### src/rtl/cook_timer.sv
// Microwave cook-time countdown: MM:SS BCD key entry, per-second decrement while the
// magnetron is on, and a registered done flag that drops the magnetron latch at 00:00.
module cook_timer #(
  parameter int unsigned TICKS_PER_SEC = 1000
) (
  input  logic       clk,
  input  logic       rst,
  input  logic       clearn,
  input  logic       mag_on,
  input  logic       key_valid,
  input  logic [3:0] key_digit,
  output logic       timer_done,
  output logic       done_pulse,
  output logic       sec_tick,
  output logic [3:0] min_tens,
  output logic [3:0] min_ones,
  output logic [3:0] sec_tens,
  output logic [3:0] sec_ones
);

  localparam int unsigned PW = $clog2(TICKS_PER_SEC);
  localparam logic [PW-1:0] PrescTerm = PW'(TICKS_PER_SEC - 1);

  typedef enum logic [2:0] {StIdle, StSet, StRun, StPause, StDone} state_e;

  state_e        state_q, state_d;
  logic [15:0]   cnt_q, cnt_d, cnt_dec;
  logic [PW-1:0] presc_q, presc_d;
  logic          timer_done_q, timer_done_d;
  logic          done_pulse_q, done_pulse_d;
  logic          sec_tick_q, sec_tick_d;
  logic          key_ok;

  assign key_ok = key_valid && (key_digit <= 4'd9);

  // BCD decrement with borrow; only used when the count is nonzero.
  always_comb begin
    cnt_dec = cnt_q;
    if (cnt_q[3:0] != 4'd0) begin
      cnt_dec[3:0] = cnt_q[3:0] - 4'd1;
    end else if (cnt_q[7:4] != 4'd0) begin
      cnt_dec[3:0] = 4'd9;
      cnt_dec[7:4] = cnt_q[7:4] - 4'd1;
    end else begin
      cnt_dec[7:0] = 8'h59;
      if (cnt_q[11:8] != 4'd0) begin
        cnt_dec[11:8] = cnt_q[11:8] - 4'd1;
      end else begin
        cnt_dec[11:8]  = 4'd9;
        cnt_dec[15:12] = cnt_q[15:12] - 4'd1;
      end
    end
  end

  always_comb begin
    state_d      = state_q;
    cnt_d        = cnt_q;
    presc_d      = presc_q;
    done_pulse_d = 1'b0;
    sec_tick_d   = 1'b0;
    if (!clearn) begin
      state_d = StIdle;
      cnt_d   = 16'h0000;
      presc_d = '0;
    end else if (mag_on) begin
      if (cnt_q != 16'h0000) begin
        state_d = StRun;
        if (presc_q == PrescTerm) begin
          presc_d    = '0;
          cnt_d      = cnt_dec;
          sec_tick_d = 1'b1;
          if (cnt_dec == 16'h0000) begin
            state_d      = StDone;
            done_pulse_d = 1'b1;
          end
        end else begin
          presc_d = presc_q + PW'(1);
        end
      end else begin
        presc_d = '0;
      end
    end else if (key_ok) begin
      cnt_d   = {cnt_q[11:0], key_digit};
      presc_d = '0;
      if (cnt_d != 16'h0000) begin
        state_d = StSet;
      end else if (state_q != StDone) begin
        state_d = StIdle;
      end
    end else if (state_q == StRun) begin
      state_d = StPause;
    end
    timer_done_d = (cnt_d == 16'h0000);
  end

  always_ff @(posedge clk) begin
    if (rst) begin
      state_q      <= StIdle;
      cnt_q        <= 16'h0000;
      presc_q      <= '0;
      timer_done_q <= 1'b1;
      done_pulse_q <= 1'b0;
      sec_tick_q   <= 1'b0;
    end else begin
      state_q      <= state_d;
      cnt_q        <= cnt_d;
      presc_q      <= presc_d;
      timer_done_q <= timer_done_d;
      done_pulse_q <= done_pulse_d;
      sec_tick_q   <= sec_tick_d;
    end
  end

  assign timer_done = timer_done_q;
  assign done_pulse = done_pulse_q;
  assign sec_tick   = sec_tick_q;
  assign min_tens   = cnt_q[15:12];
  assign min_ones   = cnt_q[11:8];
  assign sec_tens   = cnt_q[7:4];
  assign sec_ones   = cnt_q[3:0];

endmodule

### config.mk
export PLATFORM = sky130hd
export DESIGN_NAME = cook_timer
export DESIGN_NICKNAME = d
export VERILOG_FILES = /design/src/rtl/cook_timer.sv
export SDC_FILE = /design/constraint.sdc
export NUM_CORES = 1
export LEC_CHECK = 0
export CAP_MARGIN = 0
export CORE_MARGIN = 2
export CORE_UTILIZATION = 55
export DETAILED_ROUTE_END_ITERATION = 8
export GPL_ROUTABILITY_DRIVEN = 0
export PLACE_DENSITY = 0.77
export SKIP_LAST_GASP = 1
export SLEW_MARGIN = 20
export SYNTH_ARGS = -nofsm -noshare
export SYNTH_HDL_FRONTEND = slang
export SYNTH_SLANG_ARGS = --single-unit
### constraint.sdc
create_clock -name clk -period 3.65 [get_ports clk]
set_clock_uncertainty 0.2 [all_clocks]
set_input_delay 0.73 -clock clk [delete_from_list [all_inputs] [get_ports clk]]
set_output_delay 0.73 -clock clk [all_outputs]
set_load 0.01 [all_outputs]
== After elaboration in Yosys (flattened, before gate mapping) ==
Index checks and enable logic that the tools add are counted.
Storage, ports and cells
  output and inout port bits: 19
  word-level logic and storage cells: 44
  register bits: 29
  input bits: 9
Cells by class
  reduce and logical (&&, ||, !) cells: 11
  equal/unequal tests: 1
  mux-type cells: 17
  bitwise gates (word level): 4
  $lt $le $gt $ge: 1
  add/subtract/negate cells: 5
Operators by type and width (count)
  $mux W16: 5
  $mux W10: 4
  $logic_not A16 Y1: 2
  $mux W8: 2
  $reduce_bool A16 Y1: 1
  $sub A4 B1 Y4 const B: 4
  $mux W12: 1
  $mux W4: 3
  $reduce_bool A4 Y1: 3
  $add A10 B1 Y10 const B: 1
  $eq A10 B10 Y1 const B: 1
  $reduce_or A5 Y1: 1
  $le A4 B4 Y1 const B: 1
  $not A1 Y1: 4
  $reduce_or A4 Y1: 1
  $mux W1: 2
  $reduce_bool A2 Y1: 1
  $reduce_or A2 Y1: 1
  $logic_and A1 B1 Y1: 1

== Depth between registers and ports, before layout ==
Gate-level depths: netlist of the first run.
  depth in word-level cells: 9
  mapped depth: 10
  depth with buffers taken out: 9

== Worst setup path before layout of the first run ==
Ideal clock, no wire load.
  path type: register -> register
  start: register cnt_q[5]
  end: register timer_done_q (netlist: timer_done)
  data required time: 3.391 ns
  library setup time: 0.059 ns
  path buffers: 0
  clock period less this slack: 2.794 ns
  slack: 0.856 ns
  cell stages (with the launch flop): 10
  arrival time: 2.535 ns
  cell sequence: dfxtp_1 > inv_1 > ha_1 > or3b_2 > or4_4 > a21oi_2 > nor2_1 > o2111a_1 > nor4_1 > a41o_1
On the way
  longest elaborated chain between the ends: 8
RTL lines
  from (decl): line 27  | logic [15:0] cnt_q, cnt_d, cnt_dec;
  from (signal assigned): line 106  | cnt_q <= cnt_d;
  $sub A4 B1 Y4 or $reduce_bool A4 Y1 (tied branches): line 43, 41
  $mux W8: line 41  | end else if (cnt_q[7:4] != 4'd0) begin
  $mux W12: line 39  | if (cnt_q[3:0] != 4'd0) begin
  $mux W16: line 68  | if (presc_q == PrescTerm) begin
  $mux W16: line 66  | if (cnt_q != 16'h0000) begin
  $mux W16 *: line 65  | end else if (mag_on) begin
  $mux W16 *: line 61  | if (!clearn) begin
  $logic_not A16 Y1 *: line 93  | timer_done_d = (cnt_d == 16'h0000);
  to (signal assigned): line 108  | timer_done_q <= timer_done_d;
  to (decl): line 29  | logic timer_done_q, timer_done_d;
Every way passes the cells marked *; elsewhere a longest branch is shown, timed or not.
A chain may end at the register's enable or synchronous reset.

== Final worst setup path of the first run ==
  start: register presc_q[0]
  end: register timer_done_q (netlist: timer_done)
On the way
  longest elaborated chain between the ends: 6
RTL lines
  from (decl): line 28  | logic [PW-1:0] presc_q, presc_d;
  from (signal assigned): line 107  | presc_q <= presc_d;
  $eq A10 B10 Y1: line 68
  $mux W16: line 68
  $mux W16: line 66
  $mux W16: line 65
  $mux W16: line 61
  $logic_not A16 Y1: line 93
No other way between the ends.

==> flow_summary.toml, run 1 <==
[run_status]
status = "complete, no violations"

[hold_path]
min_path_type = "reg2reg"

[final_layout]
drive_gt1_share_pct = 9.67
fin_util_pct = 67.9
fillerInstances = 298
nNetsFinal = 313
multi_input_area_sq_um = 1340
ff_latch_area_sq_um = 581
antennaDiodeCount = 0
area_growth_pct = 20.2

[global_routing]
antenna_found_initial = 0
grt_pass1_wl_um = 10400
grt-ovfl-total = 0
grt_max_degree = 33
grt_usage_pct = 31.8
grt_pass1_vias = 2186

[power_and_ir_drop]
p_leak_nw = 0.837
power_density_nw_per_um2 = 318
power_mw = 0.779
irDropWorstVdd_v = 0.000248

[cts]
worstSkewPairLatency_ns = 0.29
postCtsResizedCells = 0
cts-root-buf = "clkbuf_8"
cts_max_path_buffers = 2
post-cts-setup-buffers = 0
cts_max_level = 2
clkSinkCount = 29
path_clk_slew_ns = 0.07
hold_buffers = 0
cts_tree = "yes"
cts_inserted_buffers = 5

[synth]
syn_inst = 273
synth_ff_type = "dfxtp_1"
synth_top_area_share_pct = 28.5
synth_edf_count = 0
syn_area_per_cell_sq_um = 7.47
synth-seq-area-share_pct = 28.5
synth_cell_types = 54
ys_warn_count = 0
syn-cell-area_sq_um = 2040
synth.most_common_cell = "nor2_1"
async_flop_share_pct = 0
ys_top_cells_by_area = "dfxtp_1, nor2_1, nand2_1, o21ai_0, a21oi_1"
yosys-top-cells-count = "nor2_1, dfxtp_1, nand2_1, o21ai_0"
yosysTopAreaCell = "dfxtp_1"
ys_ff_latch = 29
synthesis.nets = 287

[detailed_routing]
dr.pass1.iters = 5
wl_um = 6330
drc = 0
via_count = 2319
antenna_left = 0
avgViaCountPerCell = 6.66
initialDrtViolationCount = 372
wl_per_cell_um = 18.2

[sta]
fin_crit_sh_pct = 88.6
timing.final.ws_setup_ns = 0.417
timing.fmax_mhz = 309
rsz0062_at_grt = "no"
worstMarginPinSlew_ns = 0.699
drv_slew = 0
setup-tns-final_ns = 0
hold_violations = 0
relSlewSlack_pct = 53.3
setup-violations-final = 0
finalCriticalPeriod_ns = 3.23

[setup_path]
startpoint_type = "register"
path_class = "reg2reg"
required_ns = 3.69
cp.arrival_ns = 3.28
worstSetupEndpointType = "register"
cp_max_fo = 16

[die]
die_w_um = 64.9
die-area_sq_um = 4210
start_util_pct = 56.5
num_rows = 22
core_sq_um = 3610
ios = 28
die_y_um = 64.9

[place]
dp_slack_ns = 0.354
port-buffer-count = 27
hpwl_um = 4450

[job]
drv_cap = 0
-- layout by cell type, fill, tap and decap left out, types with 3 or more instances in the layout --
cell type,n
o22ai_1,3
o31a_1,4
nor4_1,9
or3_1,5
o221ai_1,4
a31oi_1,3
xnor2_1,4
nor3b_1,3
buf_4,10
clkdlybuf4s50_1,27
nand3_1,9
xor2_1,3
nor3_1,8
or3b_2,3
nor2_1,33
nand2_1,23
ha_1,5
clkbuf_8,5
or4_1,5
o211ai_1,3
o21ai_0,16
nand4_1,9
o31ai_1,3
a21oi_1,13
nor2b_1,6
and3_1,3
mux2i_1,3
dfxtp_1,29
inv_1,11
-- state kept, by name, summed over array words and instances (netlist names) --
register / cells
cnt_q: 16
timer_done: 1
sec_tick: 1
done_pulse: 1
presc_q: 10
-- metal layers --
metal / global-route usage, % / part of all wire (%) / up-vias / wire length (um)
met5: 0 / 0 / - / 0
met4: 14.1 / 3.1 / 0 / 195
met3: 6.42 / 9.6 / 27 / 607
met2: 52.3 / 47 / 161 / 2980
met1: 40.1 / 40 / 1058 / 2550
li1: - / - / 1073 / -
-- final timing paths --
kind                                 start          to  slack (ns)  cells after the start
worst max-delay path            presc_q[0]  timer_done        0.42                      8
worst min-delay path            presc_q[1]  presc_q[1]        0.27                      2
worst max register to register  presc_q[0]  timer_done        0.42                      8
worst min register to register  presc_q[1]  presc_q[1]        0.27                      2
-- area by class of cell --
class / instances / share of cell area [%]
Multi-Input combinational cell: 215 / 54.5
Sequential cell: 29 / 23.7
Timing Repair Buffer: 37 / 14.1
Clock buffer: 5 / 2.81
Tap cell: 48 / 2.45
Inverter: 11 / 1.69
Clock inverter: 3 / 0.715
-- stage by stage --
step | hold slack, ns | instance area, sq um | std cells
detailed placement | 0.271 | 2360 | 340
finish | 0.275 | 2450 | 348
global placement | 0.268 | 2360 | 340
global route | 0.291 | 2450 | 348
CTS | 0.280 | 2450 | 348
floorplan | 0.249 | 2040 | 273
-- report_power, final --
group          switching (mW)  internal, mW  leakage [nW]
sequential             0.0110         0.323         0.235
combinational           0.105        0.0743         0.557
clock                   0.134         0.131        0.0439
-- cell families (layout without fill, tap and decap cells) --
kind of cell	count (synthesis)	after routing	share of synthesized area, %
xor+xnor	7	7	3.01
flops	29	29	28.5
mux	5	5	2.58
compound gates	71	71	23.8
fa+ha+maj	5	5	3.07
buf+inv	29	56	5.95
simple gates	127	127	33.1
-- worst max-delay path, cell delays in order, from the launching register on --
cell	delay, ns
dfxtp_1	0.37
ha_1	0.25
nand2_1	0.14
or4_1	0.85
o31a_1	0.40
o221ai_1	0.26
o2111ai_1	0.20
nor4_1	0.32
a41o_1	0.20
Power figures use the tool's default switching activity.
==> run 2: changes to the inputs <==
--- a/config.mk
+++ b/config.mk
@@ -10,7 +10,7 @@
 export CORE_UTILIZATION = 55
 export DETAILED_ROUTE_END_ITERATION = 8
 export GPL_ROUTABILITY_DRIVEN = 0
-export PLACE_DENSITY = 0.77
+export PLACE_DENSITY = 0.79
 export SKIP_LAST_GASP = 1
 export SLEW_MARGIN = 20
 export SYNTH_ARGS = -nofsm -noshare
==> run 2 against run 1 <==
Total power shrank 0.58%. Sequential share of layout area fell by 0.072 points. Worst hold slack better by 0.0014 ns. Wire length is 5.7% lower. Sequential cell count unchanged. Via count shrank 3.7%. Cell count grew 0.29%. Critical path type unchanged. Largest cell class unchanged. Highest routed layer unchanged.
==> flow_summary.toml, run 2 (synthesis results as in run 1) <==
[setup_path]
worstSetupEndpointType = "register"
required_ns = 3.69
path_class = "reg2reg"
cp.arrival_ns = 3.18
rr_startpoint = "cnt_q[4]"
startpoint_type = "register"
cp_max_fo = 7
setup.worst_path.start = "cnt_q[4]"

[sta]
worstMarginPinSlew_ns = 0.749
setup-violations-final = 0
holdWs_ns = 0.276
hold_violations = 0
fin_crit_sh_pct = 86.0
drv_slew = 0
setup-tns-final_ns = 0
timing.fmax_mhz = 318
finalCriticalPeriod_ns = 3.14
timing.final.ws_setup_ns = 0.510
rsz0062_at_grt = "no"
relSlewSlack_pct = 49.9

[final_layout]
drive_gt1_share_pct = 9.97
area_growth_pct = 20.6
reg.largest.list = "cnt_q: 16 flops, presc_q: 10 flops"
largest_reg_flops = 16
final_cell_mix = "nor2_1, dfxtp_1, clkdlybuf4s50_1"
stdcell_count = 349
fillerInstances = 304
ff_latch_area_sq_um = 581
multi_input_area_sq_um = 1340
nNetsFinal = 314
antennaDiodeCount = 0
fin_util_pct = 68.1
largest_register = "cnt_q"
design_area_sq_um = 2460
final_common_cell = "nor2_1"

[power_and_ir_drop]
pwr-share-comb_pct = 22.9
power_mw = 0.775
p_sw_share_pct = 31.7
power_frac_clock_pct = 34.0
power_density_nw_per_um2 = 315
p_switching_mw = 0.246
p_leak_nw = 0.842
irDropWorstVdd_v = 0.000240
pwr-share-seq_pct = 43.1
power.internal_mw = 0.529

[cts]
worstSkewPairLatency_ns = 0.29
cts-root-buf = "clkbuf_8"
postCtsResizedCells = 0
cts_tree = "yes"
hold_buffers = 0
clkSinkCount = 29
cts_max_path_buffers = 2
cts_max_level = 2
path_clk_slew_ns = 0.07
cts_inserted_buffers = 5
post-cts-setup-buffers = 0

[detailed_routing]
wl_um = 5970
antenna_left = 0
drc = 0
dr.pass1.iters = 5
via_count = 2233
initialDrtViolationCount = 293
wl_per_cell_um = 17.1
avgViaCountPerCell = 6.40

[die]
die_y_um = 64.9
die_w_um = 64.9
num_rows = 22
ios = 28
die-area_sq_um = 4210
start_util_pct = 56.5
core_sq_um = 3610

[hold_path]
hp-start = "presc_q[1]"
min_path_type = "reg2reg"

[run_status]
status = "complete, no violations"

[job]
drv_cap = 0

[global_routing]
grt_pass1_wl_um = 9680
grt_usage_pct = 29.9
antenna_found_initial = 0
grt_pass1_vias = 2041
grt-ovfl-total = 0
grt_max_degree = 33

[place]
port-buffer-count = 27
hpwl_um = 4270
place_area_sq_um = 2370
numPlacedInstances = 341
dp_slack_ns = 0.413
[run 2: cell types whose count changed in the layout (fill, tap and decap cells not counted)]
cell	previous run	this run
buf_4	10	11
[run 2: critical path, stage by stage, from the launching register on]
cell and delay [ns]:
dfxtp_1 0.37, inv_1 0.10, ha_1 0.21, nor3b_1 0.64, nand2_1 0.29, o31a_1 0.35, o221ai_1 0.28, o2111ai_1 0.18
nor4_1 0.27, a41o_1 0.20
[run 2: final timing paths]
kind / end / slack (ns) / depth (start not counted)
max: timer_done / 0.51 / 9
min: presc_q[1] / 0.28 / 2
max reg2reg: timer_done / 0.51 / 9
min reg2reg: presc_q[1] / 0.28 / 2
[run 2: per-layer routing]
metal / GRT usage, % / routed length, um / vias to the layer above
li1: - / - / 1075
met3: 6.94 / 536 / 21
met2: 49.0 / 2700 / 130
met1: 37.5 / 2560 / 1007
met5: 0 / 0 / -
met4: 12.8 / 171 / 0
[run 2: cell type report]
| class | count | area share (%) |
|---|---|---|
| Multi-Input combinational cell | 215 | 54.4 |
| Sequential cell | 29 | 23.6 |
| Timing Repair Buffer | 38 | 14.4 |
| Clock buffer | 5 | 2.80 |
| Tap cell | 48 | 2.44 |
| Inverter | 11 | 1.68 |
| Clock inverter | 3 | 0.713 |
[run 2: power groups by stage]
stage / clock, mW / combinational, mW / sequential, mW
global placement: 0 / 0.172 / 0.341
floorplan: 0 / 0.112 / 0.340
global route: 0.280 / 0.192 / 0.335
CTS: 0.269 / 0.173 / 0.334
finish: 0.264 / 0.177 / 0.334
detailed placement: 0 / 0.171 / 0.341
